--- config.mk ---
export PLATFORM = sky130hd
export DESIGN_NAME = reorder_buffer
export DESIGN_NICKNAME = d
export VERILOG_FILES = /design/src/rtl/reorder_buffer_pkg.sv /design/src/rtl/reorder_buffer_ptr.sv /design/src/rtl/reorder_buffer.sv
export SDC_FILE = /design/constraint.sdc
export NUM_CORES = 1
export LEC_CHECK = 0
export ABC_CLOCK_PERIOD_IN_PS = 3600
export BUFFER_PORTS_ARGS = -buffer_cell sky130_fd_sc_hd__buf_2
export CAP_MARGIN = 20
export CORE_ASPECT_RATIO = 0.9
export CORE_MARGIN = 8
export CORE_UTILIZATION = 55
export CTS_CLUSTER_DIAMETER = 50
export DETAILED_ROUTE_END_ITERATION = 10
export PLACE_DENSITY = 0.76
export SYNTH_ARGS = -nofsm -noshare
export SYNTH_HDL_FRONTEND = slang
export SYNTH_SLANG_ARGS = --single-unit
--- constraint.sdc ---
create_clock -name CLK -period 3.6 [get_ports CLK]
set_input_delay 0.18 -clock CLK [delete_from_list [all_inputs] [get_ports CLK]]
set_output_delay 0.18 -clock CLK [all_outputs]
set_load 0.01 [all_outputs]
--- src/rtl/reorder_buffer_pkg.sv ---
// Shared sizing constants and the entry record for the in-order reorder buffer.
package reorder_buffer_pkg;

  localparam int ROB_DEPTH = 16;
  localparam int ROB_TAG_W = 4;
  localparam int PREG_W    = 6;
  localparam int ARCH_W    = 5;

  typedef struct packed {
    logic              valid;
    logic              done;
    logic [ARCH_W-1:0] arch;
    logic [PREG_W-1:0] phys;
    logic [PREG_W-1:0] old_phys;
    logic              regwrite;
    logic              is_store;
    logic [31:0]       pc;
  } rob_entry_t;

endpackage

--- src/rtl/reorder_buffer_ptr.sv ---
// Wrapping ring pointer whose MSB is the lap bit; clear takes priority over increment.
module rob_ptr #(
  parameter int W = 5
) (
  input  logic         CLK,
  input  logic         RESET,
  input  logic         clr_i,
  input  logic         inc_i,
  output logic [W-1:0] ptr_o
);

  logic [W-1:0] ptr_d;
  logic [W-1:0] ptr_q;

  // next pointer value
  always_comb begin
    if (clr_i) begin
      ptr_d = '0;
    end else if (inc_i) begin
      ptr_d = ptr_q + {{(W-1){1'b0}}, 1'b1};
    end else begin
      ptr_d = ptr_q;
    end
  end

  // pointer register
  always_ff @(posedge CLK or negedge RESET) begin
    if (!RESET) begin
      ptr_q <= '0;
    end else begin
      ptr_q <= ptr_d;
    end
  end

  assign ptr_o = ptr_q;

endmodule

--- src/rtl/reorder_buffer.sv ---
// Reorder buffer: allocates in program order, completes by tag, retires one finished head entry per cycle.
module reorder_buffer
  import reorder_buffer_pkg::*;
#(
  parameter int DEPTH = ROB_DEPTH,
  parameter int TAG_W = ROB_TAG_W
) (
  input  logic              CLK,
  input  logic              RESET,
  input  logic              FLUSH,
  input  logic              alloc_valid,
  input  logic [ARCH_W-1:0] alloc_arch_reg,
  input  logic [PREG_W-1:0] alloc_phys_reg,
  input  logic [PREG_W-1:0] alloc_old_phys,
  input  logic              alloc_regwrite,
  input  logic              alloc_is_store,
  input  logic [31:0]       alloc_pc,
  output logic              alloc_ready,
  output logic [TAG_W-1:0]  alloc_tag,
  output logic              rob_halt,
  input  logic              complete_valid,
  input  logic [TAG_W-1:0]  complete_tag,
  output logic              commit_valid,
  output logic [ARCH_W-1:0] commit_arch_reg,
  output logic [PREG_W-1:0] commit_phys_reg,
  output logic              commit_regwrite,
  output logic [31:0]       commit_pc,
  output logic              store_commit,
  output logic              free_valid,
  output logic [PREG_W-1:0] free_phys_reg,
  output logic [TAG_W:0]    count
);

  rob_entry_t        entries_q [DEPTH];
  rob_entry_t        entries_d [DEPTH];
  rob_entry_t        head_entry_s;
  rob_entry_t        new_entry_s;
  logic [TAG_W:0]    head_s;
  logic [TAG_W:0]    tail_s;
  logic [TAG_W-1:0]  head_idx_s;
  logic [TAG_W-1:0]  tail_idx_s;
  logic              full_s;
  logic              alloc_fire_s;
  logic              commit_fire_s;

  logic              commit_valid_d,    commit_valid_q;
  logic [ARCH_W-1:0] commit_arch_reg_d, commit_arch_reg_q;
  logic [PREG_W-1:0] commit_phys_reg_d, commit_phys_reg_q;
  logic              commit_regwrite_d, commit_regwrite_q;
  logic [31:0]       commit_pc_d,       commit_pc_q;
  logic              store_commit_d,    store_commit_q;
  logic              free_valid_d,      free_valid_q;
  logic [PREG_W-1:0] free_phys_reg_d,   free_phys_reg_q;

  rob_ptr #(.W(TAG_W + 1)) u_head (
    .CLK   (CLK),
    .RESET (RESET),
    .clr_i (FLUSH),
    .inc_i (commit_fire_s),
    .ptr_o (head_s)
  );

  rob_ptr #(.W(TAG_W + 1)) u_tail (
    .CLK   (CLK),
    .RESET (RESET),
    .clr_i (FLUSH),
    .inc_i (alloc_fire_s),
    .ptr_o (tail_s)
  );

  assign head_idx_s    = head_s[TAG_W-1:0];
  assign tail_idx_s    = tail_s[TAG_W-1:0];
  assign full_s        = (head_idx_s == tail_idx_s) && (head_s[TAG_W] != tail_s[TAG_W]);
  assign alloc_ready   = !full_s;
  assign rob_halt      = full_s;
  assign alloc_tag     = tail_idx_s;
  assign count         = tail_s - head_s;
  assign alloc_fire_s  = alloc_valid && !full_s;
  assign head_entry_s  = entries_q[head_idx_s];
  // done is only read from the registered array, so completion never bypasses into commit
  assign commit_fire_s = head_entry_s.valid && head_entry_s.done;

  assign new_entry_s = '{valid:    1'b1,
                         done:     1'b0,
                         arch:     alloc_arch_reg,
                         phys:     alloc_phys_reg,
                         old_phys: alloc_old_phys,
                         regwrite: alloc_regwrite,
                         is_store: alloc_is_store,
                         pc:       alloc_pc};

  // per-entry next state: flush, then allocate / retire / complete
  always_comb begin
    for (int i = 0; i < DEPTH; i++) begin
      entries_d[i] = entries_q[i];
      if (FLUSH) begin
        entries_d[i].valid = 1'b0;
        entries_d[i].done  = 1'b0;
      end else if (alloc_fire_s && (tail_idx_s == TAG_W'(i))) begin
        entries_d[i] = new_entry_s;
      end else if (commit_fire_s && (head_idx_s == TAG_W'(i))) begin
        entries_d[i].valid = 1'b0;
        entries_d[i].done  = 1'b0;
      end else if (complete_valid && (complete_tag == TAG_W'(i)) && entries_q[i].valid) begin
        entries_d[i].done = 1'b1;
      end else begin
        entries_d[i] = entries_q[i];
      end
    end
  end

  // entry storage
  always_ff @(posedge CLK or negedge RESET) begin
    if (!RESET) begin
      for (int i = 0; i < DEPTH; i++) begin
        entries_q[i] <= '0;
      end
    end else begin
      for (int i = 0; i < DEPTH; i++) begin
        entries_q[i] <= entries_d[i];
      end
    end
  end

  // commit and free-list outputs for the next edge
  always_comb begin
    commit_valid_d    = 1'b0;
    commit_arch_reg_d = '0;
    commit_phys_reg_d = '0;
    commit_regwrite_d = 1'b0;
    commit_pc_d       = 32'd0;
    store_commit_d    = 1'b0;
    free_valid_d      = 1'b0;
    free_phys_reg_d   = '0;
    if (commit_fire_s && !FLUSH) begin
      commit_valid_d    = 1'b1;
      commit_arch_reg_d = head_entry_s.arch;
      commit_phys_reg_d = head_entry_s.phys;
      commit_regwrite_d = head_entry_s.regwrite;
      commit_pc_d       = head_entry_s.pc;
      store_commit_d    = head_entry_s.is_store;
      free_valid_d      = head_entry_s.regwrite && (head_entry_s.arch != 5'd0);
      free_phys_reg_d   = head_entry_s.old_phys;
    end else begin
      commit_valid_d    = 1'b0;
    end
  end

  // registered commit and free-list outputs
  always_ff @(posedge CLK or negedge RESET) begin
    if (!RESET) begin
      commit_valid_q    <= 1'b0;
      commit_arch_reg_q <= '0;
      commit_phys_reg_q <= '0;
      commit_regwrite_q <= 1'b0;
      commit_pc_q       <= 32'd0;
      store_commit_q    <= 1'b0;
      free_valid_q      <= 1'b0;
      free_phys_reg_q   <= '0;
    end else begin
      commit_valid_q    <= commit_valid_d;
      commit_arch_reg_q <= commit_arch_reg_d;
      commit_phys_reg_q <= commit_phys_reg_d;
      commit_regwrite_q <= commit_regwrite_d;
      commit_pc_q       <= commit_pc_d;
      store_commit_q    <= store_commit_d;
      free_valid_q      <= free_valid_d;
      free_phys_reg_q   <= free_phys_reg_d;
    end
  end

  assign commit_valid    = commit_valid_q;
  assign commit_arch_reg = commit_arch_reg_q;
  assign commit_phys_reg = commit_phys_reg_q;
  assign commit_regwrite = commit_regwrite_q;
  assign commit_pc       = commit_pc_q;
  assign store_commit    = store_commit_q;
  assign free_valid      = free_valid_q;
  assign free_phys_reg   = free_phys_reg_q;

endmodule

### After elaboration in Yosys (flattened, before gate mapping)

Cells that the tools add are included.

* register bits: 911
* latch bits: 0
* bits in writable memories: 0
* bits in read-only memories: 0
* output and inout bits: 64
* logic and storage cells: 395
* memories: 0

* add/sub/neg operators: 3
* multipliers: 0
* div/mod/pow operators: 0
* order comparisons: 1
* equal/unequal tests: 47
* shift operators: 0
* multiplexer cells: 79
* bitwise logic cells: 2
* reduce and logical (&&, ||, !) cells: 125

Operators by type and width (count)
* $mux W53: 18
* $bmux W53 S4: 1
* $eq A4 B4 Y1 const B: 24
* $logic_and A1 B1 Y1: 69
* $mux W2: 32
* $reduce_bool A4 Y1: 16
* $eq A4 B3 Y1 const B: 12
* $reduce_bool A3 Y1: 16
* $mux W32: 1
* $reduce_and A2 Y1: 16
* $mux W5: 5
* $eq A4 B2 Y1 const B: 6
* $mux W1: 20
* $eq A4 B1 Y1 const B: 3
* $logic_not A4 Y1: 3
* $mux W6: 2
* $add A5 B1 Y5 const B: 2
* $ge A5 B5 Y1 const B: 1
* $not A4 Y5: 1
* $reduce_bool A5 Y1: 1
* $sub A5 B5 Y5: 1
* $eq A4 B4 Y1: 1
* $reduce_bool A2 Y1: 2
* $logic_not A1 Y1: 2
* other kinds (2): 2

### Longest topological paths before layout

Gate-level depths: netlist (run 1).

* depth after elaboration: 9
* gate-level depth with buffers: 12
* mapped depth without buffers: 7

### Cells and area by module

A second synthesis (run 1) with hierarchy kept.

* cell total of the unflattened synthesis: 2505
* area total of the unflattened synthesis: 40729.1 um^2

Modules (own cells, without submodules)
* reorder_buffer: instances 1, cells an instance 2461, area each 40223.6 um^2, seq. area each 22546.6 um^2
* rob_ptr: instances 2, cells an instance 22, area each 252.7 um^2, seq. area each 125.1 um^2

### Worst setup path before layout (run 1)

OpenSTA, ideal clock, no wires.

* path type: reg-to-reg
* start: register u_head.ptr_q[2], in the netlist u_head.ptr_o[2]
* end: register entries_q[477] in the netlist's numbering
* library setup time: 0.125 ns
* arrival time: 3.014 ns
* slack: 0.461 ns
* cell stages (with the launch flop): 11
* path buffers: 4
* cells stage by stage: dfrtp_1 > clkinv_1 > buf_4 > buf_1 > ha_1 > and4_1 > buf_2 > a211oi_2 > nand2_2 > buf_2 > mux2_2

* cells in the longest elaborated chain, start to end: 6

RTL lines
* start, declared: RTL line reorder_buffer_ptr.sv:13 `logic [W-1:0] ptr_q;`
* start signal, assigned: RTL line reorder_buffer_ptr.sv:31 `ptr_q <= ptr_d;`
* $eq A4 B4 Y1: RTL line reorder_buffer.sv:73 `assign full_s = (head_idx_s == tail_idx_s) && (head_s[TAG_W] != tail_s[TAG_W]);`
* $logic_and A1 B1 Y1: RTL line reorder_buffer.sv:73
* $logic_not A1 Y1: RTL line reorder_buffer.sv:78 `assign alloc_fire_s = alloc_valid && !full_s;`
* $logic_and A1 B1 Y1: RTL line reorder_buffer.sv:78
* $logic_and A1 B1 Y1: RTL line reorder_buffer.sv:99 `end else if (alloc_fire_s && (tail_idx_s == TAG_W'(i))) begin`
* $reduce_and A2 Y1 (no line)
* end signal, assigned by index: RTL line reorder_buffer.sv:120 `entries_q[i] <= entries_d[i];`
* end, declared: RTL line reorder_buffer.sv:34 `rob_entry_t entries_q [DEPTH];`

Every way passes these cells.
A chain may end at the register's enable or synchronous reset.

### Worst setup path in the final report (run 1)

* start: register u_head.ptr_q[1], in the netlist u_head.ptr_o[1]
* end: register free_valid_q, in the netlist free_valid

* cells in the longest elaborated chain, start to end: 7
* elaborated cells on any way between the ends: 9
* classes of those cells: mux: 4; bitwise: 1; reduce/logical: 4

RTL lines
* $not A4 Y5 (implied by the code) *: RTL line reorder_buffer.sv:79 `assign head_entry_s = entries_q[head_idx_s];`
* $bmux W53 S4 *: RTL line reorder_buffer.sv:79
* $mux W53 (implied by the code) * (2 in series): RTL line reorder_buffer.sv:79
* $reduce_bool A5 Y1 / $logic_and A1 B1 Y1 (equally long branches): RTL line reorder_buffer.sv:142, reorder_buffer.sv:81
* $logic_and A1 B1 Y1, on equally long branches: RTL line reorder_buffer.sv:142, reorder_buffer.sv:135
* $mux W1 *: RTL line reorder_buffer.sv:135 `if (commit_fire_s && !FLUSH) begin`
* named net free_valid_d: RTL line reorder_buffer.sv:52 `logic free_valid_d, free_valid_q;`
* end signal, assigned: RTL line reorder_buffer.sv:167 `free_valid_q <= free_valid_d;`
* end, declared: RTL line reorder_buffer.sv:52

Mark *: on every way through the listed nets, which the timed path passes. The rest lies on a longest branch. The select of a mux whose other input is x is not followed.

==> results of run 1 <==
==> cells in the final DEF, fill, tap and decap left out, types with 8 or more instances in the layout <==
| master | netlist | layout |
|---|---|---|
| sky130_fd_sc_hd__inv_1 | 14 | 14 |
| sky130_fd_sc_hd__clkbuf_8 | 0 | 17 |
| sky130_fd_sc_hd__a21oi_1 | 20 | 20 |
| sky130_fd_sc_hd__dfrtp_1 | 911 | 908 |
| sky130_fd_sc_hd__buf_4 | 6 | 48 |
| sky130_fd_sc_hd__mux4_1 | 46 | 46 |
| sky130_fd_sc_hd__nand2_1 | 44 | 40 |
| sky130_fd_sc_hd__nor3b_1 | 17 | 17 |
| sky130_fd_sc_hd__a31oi_1 | 15 | 15 |
| sky130_fd_sc_hd__a22o_1 | 8 | 8 |
| sky130_fd_sc_hd__mux2_2 | 817 | 817 |
| sky130_fd_sc_hd__and2_1 | 46 | 46 |
| sky130_fd_sc_hd__clkbuf_16 | 0 | 106 |
| sky130_fd_sc_hd__buf_12 | 3 | 40 |
| sky130_fd_sc_hd__dlygate4sd3_1 | 0 | 53 |
| sky130_fd_sc_hd__o21ai_0 | 17 | 17 |
| sky130_fd_sc_hd__ha_1 | 12 | 12 |
| sky130_fd_sc_hd__bufinv_16 | 0 | 14 |
| sky130_fd_sc_hd__clkinv_2 | 0 | 12 |
| sky130_fd_sc_hd__buf_2 | 97 | 123 |
| sky130_fd_sc_hd__clkbuf_1 | 79 | 20 |
| sky130_fd_sc_hd__mux4_2 | 212 | 212 |
| sky130_fd_sc_hd__nand2_4 | 0 | 16 |
| sky130_fd_sc_hd__nor2_1 | 20 | 20 |
| sky130_fd_sc_hd__nor3_1 | 14 | 14 |
==> cell type report <==
class,count,area (sq um),area share
Sequential cell,911,22800,0.484
Multi-Input combinational cell,1354,17000,0.362
Clock buffer,143,2960,0.0629
Timing Repair Buffer,265,2320,0.0493
Tap cell,970,1210,0.0258
Clock inverter,46,684,0.0145
Inverter,17,66.3,0.00141
Antenna cell,2,5.00,0.000106
==> worst max-delay path, stage by stage (launching register included) <==
cell,delay (ns)
sky130_fd_sc_hd__dfrtp_4,0.42
sky130_fd_sc_hd__buf_12,0.55
sky130_fd_sc_hd__buf_4,0.78
sky130_fd_sc_hd__mux4_2,0.41
sky130_fd_sc_hd__a22o_1,0.24
sky130_fd_sc_hd__nor2_1,0.17
sky130_fd_sc_hd__nand2_1,0.08
sky130_fd_sc_hd__o21a_1,0.20
==> synth_stat cells (all sizes together) (17+ instances only) <==
library cell / number
dfrtp: 911
nor2: 20
clkbuf: 79
o21ai: 17
nor3b: 17
mux4: 258
buf: 134
nand2: 56
a21oi: 20
and2: 46
mux2: 817
==> power groups by stage <==
stage          Combinational (W)  Sequential [W]  Clock (W)
2_1_floorplan            0.00138          0.0115          0
3_3_place_gp             0.00187          0.0116          0
3_5_place_dp             0.00198          0.0116          0
4_1_cts                  0.00204          0.0115     0.0112
5_1_grt                  0.00219          0.0116     0.0116
6_report                 0.00201          0.0115     0.0111
==> what timing repair did <==
item | in CTS | in global routing
hold buffers | 53 | 0
endpoints found under the setup margin | 0 | 0
gates resized for setup | 0 | 0
endpoints found under the hold margin | 825 | 0
==> through the flow <==
| step | util | instances | cell area [sq um] | setup slack, ns |
|---|---|---|---|---|
| after CTS | 0.635 | 3705 | 47100 | 0.508 |
| after detailed placement | 0.578 | 3463 | 42900 | 0.514 |
| after floorplan | - | 2495 | 40900 | 0.461 |
| after global routing | 0.635 | 3707 | 47100 | 0.306 |
| final | 0.635 | 3708 | 47100 | 0.534 |
| after global placement | 0.578 | 3463 | 42900 | 0.509 |
==> per-layer routing <==
layer	wire length (microns)	global-route usage
met1	42100	0.328
met2	48300	0.393
met3	5870	0.0469
met4	2570	0.0691
met5	41	0
==> cell families (layout without fill, tap and decap cells) <==
kind of cell / Yosys count / after routing / synth area share
buffers and inverters: 230 / 471 / 0.0295
other: 0 / 2 / 0
and+or+nand+nor: 182 / 182 / 0.0246
DFF: 911 / 911 / 0.557
muxes: 1075 / 1075 / 0.371
xor gates and xnor gates: 8 / 8 / 0.00171
AOI/OAI and AO/OA: 76 / 76 / 0.0124
adders and majority gates: 13 / 13 / 0.00416
==> worst min path at each step <==
stage | start | endpoint | slack [ns] | cells after the start
2_1_floorplan | RESET | commit_arch_reg[0] | -0.12 | 0
3_3_place_gp | RESET | entries_q[162] | 0.27 | 1
3_5_place_dp | RESET | entries_q[616] | 0.29 | 1
4_1_cts | alloc_phys_reg[5] | entries_q[840] | 0.0008 | 2
5_1_grt | alloc_arch_reg[3] | entries_q[420] | 0.03 | 2
6_report | alloc_arch_reg[3] | entries_q[208] | 0.03 | 2
==> impl.org, run 1 <==
** Status
- Status :: finished clean

** Drt
- The detail route stage leaves a number of antenna-violating nets equal to 0.
- Length of the first detailed-routing pass in iterations :: 6
- Vias post-DR :: 23.1k
- Number of DRC markers in iteration 0 :: 1913
- After detailed routing, the average wire length per cell comes to ~27 microns.
- Detailed Route WL :: 99.0 mm
- For this run, design rule violations remaining after detail routing come to 0.
- After detailed routing, the number of vias per cell comes to slightly above 6.

** Synth
- Mapped Area :: 40900 sq um
- The number of nets handed over by synthesis was 2568.
- Predominant post-synthesis flop cell :: sky130_fd_sc_hd__dfrtp_1
- Synthesis inferred approximately 910 register bits.
- Synth Instances :: 2495
- Cell types occupying the most area after synthesis :: sky130_fd_sc_hd__dfrtp_1, sky130_fd_sc_hd__mux2_2, sky130_fd_sc_hd__mux4_2
- Average cell area after synthesis :: 16.4 sq um
- After synthesis, the netlist uses 47 different library cells.
- The synthesized design contains 0 enable-type register cells.
- During synthesis, Yosys emitted a total of 0 warnings.
- Share of flip-flops with an asynchronous set or reset :: 1.00
- Largest area contributor in the synthesized netlist :: sky130_fd_sc_hd__dfrtp_1
- Portion of the post-synthesis area used by sequential elements :: 0.557
- Synth top area share :: 0.557

** STA
- Final setup TNS :: 0 ns
- Max-Slew Margin vs Limit :: 0.252
- Derived from the worst setup path, the maximum achievable clock frequency is 326 MHz.
- Between clock sinks in the finished design, the worst skew comes to 0.0226 ns.
- Number of failing setup endpoints in the final timing report :: 0
- The final number of max-transition violations was 0.
- Post-route clock period utilization :: 0.852
- Clock period minus worst slack :: 3.07 ns
- At the pin with the least slew margin, the transition time is around 1.1 ns.
- Setup repair after global routing left no endpoint under its margin.
- Hold timing on the final database bottoms out at a slack of 0.0263 ns.
- The hold violation count in the final report is 0.

** Floorplan
- Die outline area :: 83400 sq um
- Initial cell density of the core :: 0.552
- The die is 275 microns tall.
- Ports placed on the boundary :: roughly 120
- The floorplan has 95 rows.
- The core region is 74200 sq um.
- Die span in x :: 304 microns

** Power
- Of the total power, the clock network draws 0.451.
- In this run the power spent charging and discharging nets is 0.00551 W.
- Switching share of power :: 0.225
- Static leakage :: 22.8 nW
- Worst-case vdd ir drop :: 0.336 mV
- The share of total power dissipated in combinational logic is 0.082.
- Int Pwr :: 0.0190 W
- The share of total power dissipated in sequential elements is 0.467.
- The design draws 0.0245 W.
- Areal power density over the cells :: 521 nW/um^2

** Clock tree
- The longest clock path from root to sink contains 3 buffers.
- The later pin in the worst-skew pair is clocked with a latency of approximately 0.66 ns.
- The tree built by TritonCTS fans out to 911 sinks.
- TritonCTS built the clock tree.
- CTS placed an instance of sky130_fd_sc_hd__clkbuf_16 at the clock tree root.
- Buffers inserted during clock tree synthesis total 104.
- Number of setup buffers added after CTS :: 0
- H-tree levels :: 3
- Clock-pin slew was measured on the worst setup and hold paths at 0.06 ns.

** GRT
- Entering global routing, the biggest net connects 112 pins.
- The first global-routing pass estimated 156 mm of wire.
- For this run the aggregate overflow at the end of global routing stands at 0.
- The number of global-route vias before repair came to 25.5k.
- Overall Global Routing Usage :: 0.240
- The initial antenna violation count was 5.

** Placement
- In this run the tool buffered the top-level ports with 123 buffer cells.
- Final HPWL DP :: roughly 57 mm
- Routability-driven placement finished with a final weighted congestion of 0.903.

** Worst setup path
- Of all nets on the critical path, the largest fanout is 111.
- The critical path starts at u_head.ptr_o[1].
- Destination of the worst register-to-register timing path :: free_valid
- Data arrival time of the critical path :: roughly 3.6 ns
- The setup path with the least slack is of type reg -> reg.
- Endpoint of the most critical setup path :: free_valid
- Launching element type of the critical path :: flop
- Startpoint of the worst-slack reg-to-reg timing path :: u_head.ptr_o[1]
- Crit end category :: flop
- Counting cells, the worst reg-to-reg path comes to 7.
- Required time at the worst-slack endpoint :: 4.13 ns
- Register-to-Register Setup Slack :: 0.53 ns

** Layout
- Counting the fill cells in the layout gives 5182.
- In the final layout, the share of cells above drive strength 1 is 0.526.
- The register with the most flip-flops in the layout has 848 of them.
- Register ranked first by flip-flop count :: entries_q
- From synthesis to final layout, the design area changed by 15.0%.
- In the final design database the tool counted 2726 nets.

** Worst hold path
- The min-delay analysis places its worst path in the category in -> reg.

** Job
- Max-cap violations in this run came to 0.
(Power assumes the default switching activity.)
==> run 2: changes to the inputs <==
CTS_BUF_LIST = sky130_fd_sc_hd__clkbuf_8 sky130_fd_sc_hd__clkbuf_16   (was not set)
==> run 2 against run 1 <==
Against the previous run: maximum frequency is essentially flat; clock power is essentially flat; die area is the same; utilization is the same; non-clock buffer count is the same; combinational power is essentially flat; sequential cell count is the same; critical path depth is the same; highest routed layer unchanged; sequential power is essentially flat; global-route usage is essentially flat; register-to-register slack is essentially flat; sequential share of layout area is the same; critical path type unchanged.
==> impl.org, run 2 (same netlist as run 1, synthesis figures left out) <==
** Status
- The flow ran to the end, and the final reports show no timing, DRC or antenna violations.

** Placement
- Placed Cells :: 3463
- Final HPWL DP :: ~57 mm
- The congestion estimate from routability-driven global placement came to approximately 0.9.
- Port buffer count :: 123

** Worst setup path
- Data arrives at the worst endpoint at 3.60 ns.
- Register-to-Register Setup Slack :: 0.54 ns
- The setup path with the least slack is of type reg -> reg.
- The worst setup path is launched from a flop.
- Required time at the worst-slack endpoint :: approximately 4.1 ns
- STA classifies the critical path endpoint as a flop.
- Critical path peak fanout :: between 100 and 150

** STA
- Post-route clock period utilization :: 0.851
- Final setup TNS :: 0 ns
- Unrepaired setup endpoints after global routing :: false
- Slew at the pin closest to its max-slew limit :: 1.14 ns
- Subtracting the final worst setup slack from the clock period gives 3.06 ns.
- Max Fclk :: 326 MHz
- Across the routed clock network, the largest skew measured is 0.0198 ns.
- The final number of max-transition violations is 0.
- Worst hold margin :: 0.0341 ns
- Final-report hold violation count :: 0
- Max-Slew Margin vs Limit :: 0.242
- Setup violations remaining at the end of the flow were counted as 0.

** Layout
- Of the cells placed in the final design, the portion with a size suffix greater than 1 is 0.526.
- Register ranked first by flip-flop count :: entries_q
- Area growth, synth to finish :: 15.0%
- The library cells used most frequently in the layout, excluding fill and tap cells, are sky130_fd_sc_hd__dfrtp_1, sky130_fd_sc_hd__mux2_2, sky130_fd_sc_hd__mux4_2, sky130_fd_sc_hd__buf_2, sky130_fd_sc_hd__clkbuf_16.
- Most common cell after layout, fill and taps aside :: sky130_fd_sc_hd__dfrtp_1
- Count of nets after finishing :: approximately 2.7k
- Number of fill cells in the layout :: a little over 5k
- The register with the most flip-flops in the layout has roughly 850 of them.
- After the flow finishes, the layout carries non-filler instances totaling ~3.7k.

** Clock tree
- Total number of clock tree sinks :: 911
- After clock tree synthesis, the clock-pin slew on the worst setup and hold paths is around 0.06 ns.
- Maximum clock insertion buffer count :: 3
- The tree is rooted in a sky130_fd_sc_hd__clkbuf_16.
- TritonCTS built the clock tree.
- Number of buffers created by CTS :: ~100
- H-tree levels :: 3
- Clk Latency, worst-skew pair :: 0.66 ns

** Floorplan
- Floorplan core area :: 74200 sq um
- Ports placed on the boundary :: 124
- Overall die height :: 275 microns
- Initial cell density of the core :: 0.552
- The die covers approximately 83000 sq um.
- The initialized floorplan defines between 90 and 100 standard-cell rows.
- The die is 304 microns wide.

** Worst hold path
- The min-delay analysis places its worst path in the category in -> reg.

** Power
- Areal power density over the cells :: 520 nW/um^2
- Static leakage :: 22.9 nW
- Worst-case vdd ir drop :: roughly 0.34 mV

** GRT
- The initial antenna violation count was 5.
- Global route total overflow :: 0
- Across every metal layer, demand over resource in global routing totals 0.240.
- Entering global routing, the biggest net connects 112 pins.
- Global-route wire length before repair :: approximately 160 mm
- The number of global-route vias before repair was 25.5k.

** Drt
- Detail-routed via count per cell :: 6.22
- Vias post-DR :: 23.1k
- Detailed Route WL :: 99.1 mm
- Number of nets with antenna violations after detailed routing :: 0
- For this run, design rule violations remaining after detail routing come to 0.
- Post-DR wirelength/cell :: 26.7 microns
- After the first detailed-routing iteration, the DRC count stood at 1872.
- Length of the first detailed-routing pass in iterations :: 5

** Job
- The tool flagged a number of max-cap violations equal to 0.
run 2: cell count changes in the layout (fill, tap and decap cells not counted):
cell                       previous run  this run
sky130_fd_sc_hd__clkbuf_1            20         0
sky130_fd_sc_hd__inv_1               14        34
run 2: path summary, 6_finish.rpt:
check / startpoint / endpoint / cells after the start
setup reg to reg: u_head.ptr_o[1] / free_valid / 7
max in group asynchronous: RESET / entries_q[716] / 4
setup / recovery: u_head.ptr_o[1] / free_valid / 7
min in group asynchronous: RESET / entries_q[162] / 2
hold / removal: alloc_phys_reg[5] / entries_q[257] / 2
hold reg to reg: entries_q[122] / entries_q[122] / 1
run 2: layer usage:
layer | share of wire | global-route usage | up-vias
met1 | 0.43 | 0.328 | 12500
met2 | 0.49 | 0.393 | 699
li1 | - | - | 9686
met4 | 0.027 | 0.0691 | 6
met5 | 0.00041 | 0 | -
met3 | 0.060 | 0.0469 | 191
run 2: final cells by class:
| type | count | area (sq um) | area share |
|---|---|---|---|
| flip-flops and latches | 911 | 22800 | 0.484 |
| well taps | 970 | 1210 | 0.0258 |
| inverters | 17 | 66.3 | 0.00141 |
| repair buffers | 265 | 2320 | 0.0493 |
| clock buffers | 123 | 2890 | 0.0613 |
| diodes | 2 | 5.00 | 0.000106 |
| clock inverters | 66 | 759 | 0.0161 |
| multi-input cells | 1354 | 17000 | 0.362 |
run 2: metrics by stage:
| step | setup slack [ns] | util | cell area, sq um | total power (W) |
|---|---|---|---|---|
| 3_3_place_gp | 0.509 | 0.578 | 42900 | 0.0134 |
| 2_1_floorplan | 0.461 | - | 40900 | 0.0129 |
| 3_5_place_dp | 0.514 | 0.578 | 42900 | 0.0136 |
| 5_1_grt | 0.306 | 0.635 | 47100 | 0.0253 |
| 6_report | 0.535 | 0.635 | 47100 | 0.0245 |
| 4_1_cts | 0.508 | 0.635 | 47100 | 0.0247 |
run 2: critical path, stage by stage (launching register included):
cell,delay [ns]
sky130_fd_sc_hd__dfrtp_4,0.42
sky130_fd_sc_hd__buf_12,0.54
sky130_fd_sc_hd__buf_4,0.78
sky130_fd_sc_hd__mux4_2,0.41
sky130_fd_sc_hd__a22o_1,0.24
sky130_fd_sc_hd__nor2_1,0.16
sky130_fd_sc_hd__nand2_1,0.08
sky130_fd_sc_hd__o21a_1,0.20
run 2: where the power goes:
group	total [W]	switching (W)	internal, W	leakage [nW]
combinational	0.00201	0.000829	0.00118	8.64
sequential	0.0115	0.000408	0.0111	12.4
clock	0.0110	0.00427	0.00672	1.86
run 2: timing repair:
item,CTS,global route
hold buffers,53,0
endpoints found under the hold margin,825,0
buffers inserted,0,0
resized for setup,0,0
endpoints found under the setup margin,0,0
==> run 3: changes to the inputs <==
ABC_AREA = 0   (was not set)
BUFFER_PORTS_ARGS = -buffer_cell sky130_fd_sc_hd__clkbuf_2   (was -buffer_cell sky130_fd_sc_hd__buf_2)
==> run 3 against run 2 <==
Against the previous run: register-to-register slack got worse by 0.15 ns; count of clock-buffer cells in the layout increased by 1; hold slack got worse by 0.0034 ns; critical endpoint unchanged; largest cell class unchanged; largest power group unchanged.
==> impl.org, run 3 (same netlist as run 1, synthesis figures left out) <==
** STA
- Max Fclk :: 311 MHz
- Headroom to the max-slew limit came out at 0.364.
- Maximum clock skew at final layout :: 0.0230 ns
- Setup slack closes at 0.387 ns.
- Unrepaired setup endpoints after global routing :: false
- Setup total negative slack on the finished layout was measured at 0 ns.
- Worst hold margin :: 0.0307 ns
- Final-report hold violation count :: 0
- After layout, the minimum clock period comes to 3.21 ns.
- The final number of max-transition violations is 0.
- Slew at the pin closest to its max-slew limit :: 0.954 ns
- Post-route clock period utilization :: 0.893
- Number of failing setup endpoints in the final timing report :: 0

** Worst setup path
- The critical path in this run is classified as reg -> reg.
- The number of buffers and inverters on the critical path is 2.
- Data arrival time of the critical path :: about 3.8 ns
- Launching element type of the critical path :: flop
- Among all stages on the critical path, the largest delay is contributed by sky130_fd_sc_hd__buf_4.
- Required time at the worst-slack endpoint :: 4.13 ns
- Cells along the critical path :: buf_12 > buf_4 > mux4_2 > a22o_1 > nor2_1 > nand2_1 > o21a_1
- STA classifies the critical path endpoint as a flop.
- Broken down by cell family, the worst path's largest delay share belongs to buffers and inverters.
- Of all nets on the critical path, the largest fanout is around 130.
- On the worst path, the slowest cell contributes a delay of 0.78 ns.

** Drt
- After detailed routing, the number of vias per cell comes to 6.23.
- The detail route stage leaves a number of antenna-violating nets equal to 0.
- Number of DRC markers in iteration 0 :: 1752
- Dividing the detail-routed wire length by the instance count gives 26.8 microns.
- For this run, design rule violations remaining after detail routing come to 0.
- Detailed Route WL :: 99.2 mm
- For this run, the detailed router's first-pass iteration total came to 5.
- Vias post-DR :: 23.1k

** Placement
- Once detailed placement completed, the half-perimeter wirelength came to roughly 56 mm.
- Port buffer count :: 123
- At the placement stage, the worst setup path has a slack of 0.413 ns.
- Routability congestion estimate :: 0.862

** Layout
- Count of nets after finishing :: 2724
- Number of flip-flops in the largest register :: 848
- Number of fill cells in the layout :: 5151
- Of the cells placed in the final design, the portion with a size suffix greater than 1 is 0.526.
- Footprint of the flip-flops and latches :: 22800 sq um
- Most common cell after layout, fill and taps aside :: sky130_fd_sc_hd__dfrtp_1
- Summing all multi-input logic gate instances after layout gives 17000 sq um.
- Most frequent cells in the layout :: sky130_fd_sc_hd__dfrtp_1, sky130_fd_sc_hd__mux2_2, sky130_fd_sc_hd__mux4_2, sky130_fd_sc_hd__clkbuf_2, sky130_fd_sc_hd__clkbuf_16
- Register ranked first by flip-flop count :: entries_q
- From synthesis to final layout, the design area changed by 14.4%.

** GRT
- Global route total overflow :: 0
- Entering global routing, the biggest net connects 127 pins.
- The number of global-route vias before repair is 25.4k.
- Overall Global Routing Usage :: 0.240
- The first global-routing pass estimated 155 mm of wire.
- The initial antenna violation count was 8.

** Clock tree
- Clock-pin slew was measured on the worst setup and hold paths at around 0.060 ns.
- Clock latency on the worst-skew pair, taken at its later pin, is about 0.65 ns.
- TritonCTS built the clock tree.
- Master cell of the clock root buffer :: sky130_fd_sc_hd__clkbuf_16
- Total number of clock tree sinks :: 911
- Clock tree synthesis inserted a total of 100 buffers.
- The H-tree generated during clock tree synthesis spans 3 levels.
- Number of cells upsized or downsized after cts :: 0
- Maximum clock insertion buffer count :: 3

** Power
- Static leakage :: around 23 nW
- VDD sags by at most ~0.33 mV.
- Power spread over the standard cell area amounts to roughly 510 nW/um^2.

** Status
- The run finished with clean final reports.

** Floorplan
- The floorplan step set the die width to 304 microns.
- The region available for standard cell placement spans 74200 sq um.
- The floorplan has 95 rows.
- The die covers 83400 sq um.
- For this configuration, the core starts out at a cell density of 0.552.
- The die is 275 microns tall.
- During I/O placement, the number of pins put on the boundary was between 100 and 150.

** Job
- Number of maximum-capacitance constraint violations :: 0

** Worst hold path
- In this run the worst hold path is classified as in -> reg.
run 3: cell count changes in the layout (fill, tap and decap cells not counted), moves of 2 or more:
cell / change
sky130_fd_sc_hd__inv_6: +2
sky130_fd_sc_hd__clkinv_4: +3
sky130_fd_sc_hd__clkbuf_8: +6
sky130_fd_sc_hd__clkinvlp_4: -4
sky130_fd_sc_hd__buf_4: +5
sky130_fd_sc_hd__inv_1: -5
sky130_fd_sc_hd__clkbuf_2: +122
sky130_fd_sc_hd__bufinv_16: -5
sky130_fd_sc_hd__buf_2: -121
sky130_fd_sc_hd__dlygate4sd3_1: +3
sky130_fd_sc_hd__clkinv_2: +2
sky130_fd_sc_hd__clkbuf_16: -5
sky130_fd_sc_hd__diode_2: +2
sky130_fd_sc_hd__buf_12: -7
run 3: final cells by class:
type                       count  share of cell area
tap                          970              0.0259
antenna                        4            0.000214
multi-input combinational   1354               0.364
inverter                      17             0.00142
sequential                   911               0.487
clock buffer                 124              0.0607
timing repair buffer         267              0.0481
clock inverter                59              0.0130
run 3: where the power goes:
part           switching [W]  total [W]  internal (W)
sequential          0.000413     0.0115        0.0111
combinational       0.000825    0.00201       0.00118
clock                0.00423     0.0105       0.00627
run 3: what timing repair did:
item	in CTS	in global routing
endpoints found under the hold margin	630	0
buffers inserted	0	0
hold buffers	56	0
run 3: per-layer routing:
layer | part of all wire | routed length, microns | up-vias | GRT usage
li1 | - | - | 9659 | -
met1 | 0.43 | 42200 | 12500 | 0.330
met2 | 0.48 | 47600 | 701 | 0.385
met3 | 0.063 | 6260 | 217 | 0.0529
met4 | 0.031 | 3030 | 4 | 0.0764
met5 | 0.00027 | 27 | - | 0
run 3: path summary, 6_finish.rpt:
check                                startpoint             end  slack (ns)  depth (start not counted)
worst max-delay path            u_head.ptr_o[1]      free_valid        0.39                          7
worst max register to register  u_head.ptr_o[1]      free_valid        0.39                          7
min in group asynchronous                 RESET    commit_pc[0]        0.15                          2
max in group asynchronous                 RESET  entries_q[134]        2.32                          3
worst min-delay path               alloc_pc[25]   entries_q[25]        0.03                          2
worst min register to register   entries_q[111]  entries_q[111]        0.49                          1
run 3: stage by stage:
stage	utilization	std cells	cell area, sq um	total power (W)
after floorplan	-	2495	40900	0.0129
after global placement	0.577	3461	42800	0.0134
after detailed placement	0.577	3461	42800	0.0136
after CTS	0.631	3700	46800	0.0242
after global routing	0.631	3704	46800	0.0249
final	0.631	3706	46800	0.0240
